## config.mk

```make
export PLATFORM = sky130hd
export DESIGN_NAME = alu_arbiter
export DESIGN_NICKNAME = d
export VERILOG_FILES = /design/src/rtl/alu_arbiter.sv
export SDC_FILE = /design/constraint.sdc
export NUM_CORES = 1
export LEC_CHECK = 0
export ABC_AREA = 1
export CORE_ASPECT_RATIO = 0.5
export CORE_UTILIZATION = 49
export DETAILED_ROUTE_END_ITERATION = 8
export GPL_TIMING_DRIVEN = 0
export MAX_ROUTING_LAYER = met4
export PLACE_DENSITY = 0.87
export SETUP_SLACK_MARGIN = 0.5
export SLEW_MARGIN = 40
export SYNTH_ARGS = -nofsm -noshare
export SYNTH_HDL_FRONTEND = slang
export SYNTH_SLANG_ARGS = --single-unit
```

## constraint.sdc

```tcl
create_clock -name clk -period 2.7 [get_ports clk]
set_clock_uncertainty 0.15 [all_clocks]
set_input_delay 0.405 -clock clk [delete_from_list [all_inputs] [get_ports clk]]
set_output_delay 0.405 -clock clk [all_outputs]
set_load 0.005 [all_outputs]
```

## src/rtl/alu_arbiter.sv

```systemverilog
// Round-robin arbiter that time-shares one ALU among NREQ requesters over valid/ready,
// returning each result on a shared response channel tagged with the requester index.

module alu #(
    parameter int unsigned WIDTH = 4
) (
    input  logic [2:0]       op_i,
    input  logic [WIDTH-1:0] x_i,
    input  logic [WIDTH-1:0] y_i,
    output logic [WIDTH-1:0] s_o,
    output logic             c_o,
    output logic             zero_o,
    output logic             overflow_o
);

    logic [WIDTH:0] sum;

    always_comb begin
        sum        = '0;
        s_o        = '0;
        c_o        = 1'b0;
        overflow_o = 1'b0;
        case (op_i)
            3'd0: begin
                sum        = {1'b0, x_i} + {1'b0, y_i};
                s_o        = sum[WIDTH-1:0];
                c_o        = sum[WIDTH];
                overflow_o = (x_i[WIDTH-1] == y_i[WIDTH-1]) && (s_o[WIDTH-1] != x_i[WIDTH-1]);
            end
            3'd1: begin
                // Carry is the carry-out of x + ~y + 1, i.e. 1 means no borrow.
                sum        = {1'b0, x_i} + {1'b0, ~y_i} + (WIDTH+1)'(1);
                s_o        = sum[WIDTH-1:0];
                c_o        = sum[WIDTH];
                overflow_o = (x_i[WIDTH-1] != y_i[WIDTH-1]) && (s_o[WIDTH-1] != x_i[WIDTH-1]);
            end
            3'd2:    s_o = ~x_i;
            3'd3:    s_o = x_i & y_i;
            3'd4:    s_o = x_i | y_i;
            3'd5:    s_o = x_i ^ y_i;
            3'd6:    s_o = WIDTH'($signed(x_i) < $signed(y_i));
            default: s_o = '0;
        endcase
        zero_o = (s_o == '0);
    end

endmodule

module alu_arbiter #(
    parameter int unsigned WIDTH = 4,
    parameter int unsigned NREQ  = 4,
    parameter int unsigned IDW   = 2
) (
    input  logic                  clk,
    input  logic                  rst,
    input  logic [NREQ-1:0]       req_valid,
    output logic [NREQ-1:0]       req_ready,
    input  logic [3*NREQ-1:0]     req_op,
    input  logic [WIDTH*NREQ-1:0] req_x,
    input  logic [WIDTH*NREQ-1:0] req_y,
    output logic                  rsp_valid,
    input  logic                  rsp_ready,
    output logic [IDW-1:0]        rsp_id,
    output logic [WIDTH-1:0]      rsp_s,
    output logic                  rsp_c,
    output logic                  rsp_zero,
    output logic                  rsp_overflow,
    output logic                  busy
);

    typedef enum logic [1:0] {StIdle, StExec, StResp} state_e;

    state_e           state_q, state_d;
    logic [IDW-1:0]   ptr_q, ptr_d;
    logic [IDW-1:0]   id_q, id_d;
    logic [2:0]       op_q, op_d;
    logic [WIDTH-1:0] x_q, x_d, y_q, y_d;
    logic [WIDTH-1:0] s_q, s_d;
    logic             c_q, c_d, zero_q, zero_d, ovf_q, ovf_d;

    logic             found;
    logic [IDW-1:0]   grant_idx;
    int unsigned      idx;

    logic [WIDTH-1:0] alu_s;
    logic             alu_c, alu_zero, alu_ovf;

    alu #(
        .WIDTH (WIDTH)
    ) u_alu (
        .op_i       (op_q),
        .x_i        (x_q),
        .y_i        (y_q),
        .s_o        (alu_s),
        .c_o        (alu_c),
        .zero_o     (alu_zero),
        .overflow_o (alu_ovf)
    );

    // First valid requester at or after ptr, wrapping modulo NREQ.
    always_comb begin
        found     = 1'b0;
        grant_idx = '0;
        idx       = 0;
        for (int unsigned k = 0; k < NREQ; k++) begin
            idx = (32'(ptr_q) + k) % NREQ;
            if (!found && req_valid[idx]) begin
                found     = 1'b1;
                grant_idx = IDW'(idx);
            end
        end
    end

    always_comb begin
        state_d   = state_q;
        ptr_d     = ptr_q;
        id_d      = id_q;
        op_d      = op_q;
        x_d       = x_q;
        y_d       = y_q;
        s_d       = s_q;
        c_d       = c_q;
        zero_d    = zero_q;
        ovf_d     = ovf_q;
        req_ready = '0;
        case (state_q)
            StIdle: begin
                if (found) begin
                    req_ready = NREQ'(1) << grant_idx;
                    op_d      = req_op[3*grant_idx +: 3];
                    x_d       = req_x[WIDTH*grant_idx +: WIDTH];
                    y_d       = req_y[WIDTH*grant_idx +: WIDTH];
                    id_d      = grant_idx;
                    ptr_d     = IDW'((32'(grant_idx) + 32'd1) % NREQ);
                    state_d   = StExec;
                end
            end
            StExec: begin
                s_d     = alu_s;
                c_d     = alu_c;
                zero_d  = alu_zero;
                ovf_d   = alu_ovf;
                state_d = StResp;
            end
            StResp: begin
                if (rsp_ready) begin
                    state_d = StIdle;
                end
            end
            default: state_d = StIdle;
        endcase
    end

    always_ff @(posedge clk) begin
        if (rst) begin
            state_q <= StIdle;
            ptr_q   <= '0;
            id_q    <= '0;
            op_q    <= '0;
            x_q     <= '0;
            y_q     <= '0;
            s_q     <= '0;
            c_q     <= 1'b0;
            zero_q  <= 1'b0;
            ovf_q   <= 1'b0;
        end else begin
            state_q <= state_d;
            ptr_q   <= ptr_d;
            id_q    <= id_d;
            op_q    <= op_d;
            x_q     <= x_d;
            y_q     <= y_d;
            s_q     <= s_d;
            c_q     <= c_d;
            zero_q  <= zero_d;
            ovf_q   <= ovf_d;
        end
    end

    assign rsp_valid    = (state_q == StResp);
    assign busy         = (state_q != StIdle);
    assign rsp_id       = id_q;
    assign rsp_s        = s_q;
    assign rsp_c        = c_q;
    assign rsp_zero     = zero_q;
    assign rsp_overflow = ovf_q;

endmodule

```

==> results_dict.tcl <==
set metrics [dict create \
    num_io_pins 66 \
    intPower_mw 2.340 \
    cellPowerDensity_mw_per_mm2 1313 \
    max_freq_mhz 372.4 \
    p_leak_nw 1.866 \
    die_area_mm2 0.005114 \
    area_growth_pct 57.48 \
    drive_gt1_share_pct 29.71 \
    placement.io_buffers 65 \
    outcome "completed" \
    drt-total-wl_um 8516 \
    post-place-ws_ns -0.5466 \
    switching_share_pct 52.05 \
    ys_types 35 \
    dp.cells 522 \
    fp-row-count 17 \
    num-nets-final 558 \
    slew_headroom_pct 53.76 \
    die_x_um 100.1 \
    cts-root-buf "clkbuf_8" \
    hold_violations 0 \
    worst_path_max_delay_cell "dfxtp_4" \
    r2r_slack_ns 0.32 \
    drtPass1Iterations 5 \
    drt-vias-per-instance 5.424 \
    synthTopCellsByArea "dfxtp_1 (20%), nand2_1 (19%), inv_1 (12%)" \
    drc 0 \
    criticalPathCategory "flip-flop to output port" \
    seqPwrFrac_pct 12.8 \
    combPwrFrac_pct 82.0 \
    yosysTopAreaCell "dfxtp_1" \
    vias 3005 \
    cts.htree.levels 1 \
    diodes 0 \
    fin_crit_sh_pct 99.45 \
    start_util_pct 52.33 \
    clk_pin_slew_worst_paths_ns 0.09 \
    ir_drop_uv 800.5 \
    syn_nets 460 \
    rsz0062_at_grt "yes" \
    grt_usage_pct 29.41 \
    hold_buffers 0 \
    worst_slack_ns 0.01481 \
    grt_pass1_wl_um 11410 \
    tightest_slew_ns 0.6883 \
    hold_class "flip-flop to flip-flop" \
    crit_path_max_incr_delay_ns 0.38 \
    coreArea_mm2 0.004509 \
    place.gp.congestion 0.9539 \
    synth_edf_count 0 \
    die-height_um 51.07 \
    critPathTopFamily "simple AND/OR/NAND/NOR gates" \
    clkLatencyLatePin_ns 0.27 \
    ys_seq_area_share_pct 20.36 \
    synthArstFlopShare_pct 0 \
    drv_cap 0 \
    grt_pass1_vias 2534 \
    p_clk_share_pct 5.2 \
    first_iter_violations 225 \
    dpl.hpwl_um 4890 \
    cp-end-kind "output port" \
    crit_required_ns 2.14 \
    ant_nets 0 \
    cts_buffer_depth 2 \
    cp.arrival_ns 2.13 \
    grt_overflow_total 0 \
    wire_per_inst_um 15.37 \
    p_switching_mw 2.540 \
    yosys.area.top_type_share_pct 20.36 \
    setup_violations 0 \
    antenna_found_initial 0 \
    fin_cells 554 \
    yosys_warnings 0 \
    setup-tns-final_ns 0 \
    clock-sinks 24 \
    synth-seq-cells 24 \
    crit_buf_inv 5 \
    tritoncts "built" \
    path_max_fanout 5 \
    synthFlopType "dfxtp_1" \
    syn_inst 391 \
    syn_avg_cell_area_um2 6.035 \
    fin_crit_ns 2.685 \
    drv_slew 0 \
    grt_max_degree 14 \
    syn-cell-area_mm2 0.002360 \
    cp-start-kind "flip-flop" \
    cts_inserted_buffers 3 \
    cp_common_cell "nand2_2" \
    path_cells "buf_6, nand2_2, nand2_2, nand2_2, nand2_2, nor2_4, nand3_2, nand2_4, nand2_4, buf_6, buf_6, ha_4, inv_2, nor2_2, buf_2" \
]
state kept, by name (all words and copies together), names as in the netlist:
signal        count
rsp_c             1
ptr_q             2
state_q           2
op_q              3
rsp_s             4
rsp_zero          1
rsp_overflow      1
x_q               4
y_q               4
rsp_id            2
per-layer routing:
metal	global-route usage (%)	part of all wire, %	up-vias
met4	12.08	3.4	0
met2	49.89	47	151
li1	-	-	1414
met3	3.146	6.2	42
met1	36.40	43	1398
met5	-	0	-
power groups by stage:
stage / clock [mW] / combinational, mW / sequential (mW)
after floorplan: 0 / 1.84 / 0.582
after global placement: 0 / 2.49 / 0.596
after detailed placement: 0 / 2.55 / 0.598
after CTS: 0.250 / 3.14 / 0.612
after global routing: 0.263 / 4.29 / 0.643
final: 0.253 / 4.00 / 0.625
synth_stat cells (all sizes together), types with 4 or more instances:
cell type  number
ha             16
a21oi          16
nand3          49
o21ai           7
buf             8
nor3            5
nand3b          9
nand2         133
inv            78
nor2           21
nand4           4
dfxtp          24
through the flow:
| stage | power, mW | cell area, µm² | hold slack (ns) | utilization, % |
|---|---|---|---|---|
| 4_1_cts | 4.002 | 3432 | 0.3229 | 76.11 |
| 2_1_floorplan | 2.418 | 2360 | 0.3109 | - |
| 3_3_place_gp | 3.091 | 3093 | 0.3043 | 68.59 |
| 6_report | 4.880 | 3716 | 0.3218 | 82.41 |
| 5_1_grt | 5.192 | 3716 | 0.3420 | 82.41 |
| 3_5_place_dp | 3.150 | 3093 | 0.3095 | 68.59 |
worst paths after layout:
kind / from / endpoint / depth (start not counted)
worst max-delay path: ptr_q[0] / req_ready[2] / 15
worst min-delay path: rsp_overflow / rsp_overflow / 2
worst max register to register: ptr_q[0] / op_q[2] / 17
worst min register to register: rsp_overflow / rsp_overflow / 2
final cells by class:
class	count	area (µm²)
well taps	66	82.58
repair buffers	93	879.6
inverters	78	311.5
flip-flops and latches	24	495.5
clock buffers	4	55.05
multi-input cells	278	1815
fillers	261	793.3
plain buffers	11	76.32
kinds of logic after synthesis:
kind of cell,share of synthesized area [%]
and+or+nand+nor,44.75
AOI/OAI and AO/OA,8.378
DFF,20.36
buffers and inverters,15.22
xor gates and xnor gates,1.114
adders and majority gates,10.18
worst min-delay path: cells and delay by family, from the launching register on:
family / cells / cell delay, ns
AO/OA/AOI/OAI: 1 / 0.05
flip-flops: 1 / 0.32
AND/OR/NAND/NOR: 1 / 0.06
cell usage in the layout (no fill, tap or decap), types with 6 or more instances in the layout:
cell type	synthesis	routed
a21oi_1	16	14
nand3_1	47	33
nand2_2	9	30
nand3b_1	9	9
nor2_2	1	6
dfxtp_1	24	16
inv_1	74	62
buf_6	2	7
buf_4	1	21
inv_2	4	12
nand2_1	122	97
nor2_1	15	10
nand2_4	2	6
buf_2	5	8
nand3_2	2	11
clkdlybuf4s50_1	0	57
ha_1	16	10
dfxtp_2	0	6
repair_timing:
action | in CTS | in global routing
hold endpoints to repair | 0 | 0
buffers inserted | 19 | 7
setup endpoints to repair | 6 | 20
resized for setup | 75 | 57
pin swaps | 30 | 44
cloned | 1 | 1
No activity file was read; power rests on OpenSTA's default activity.
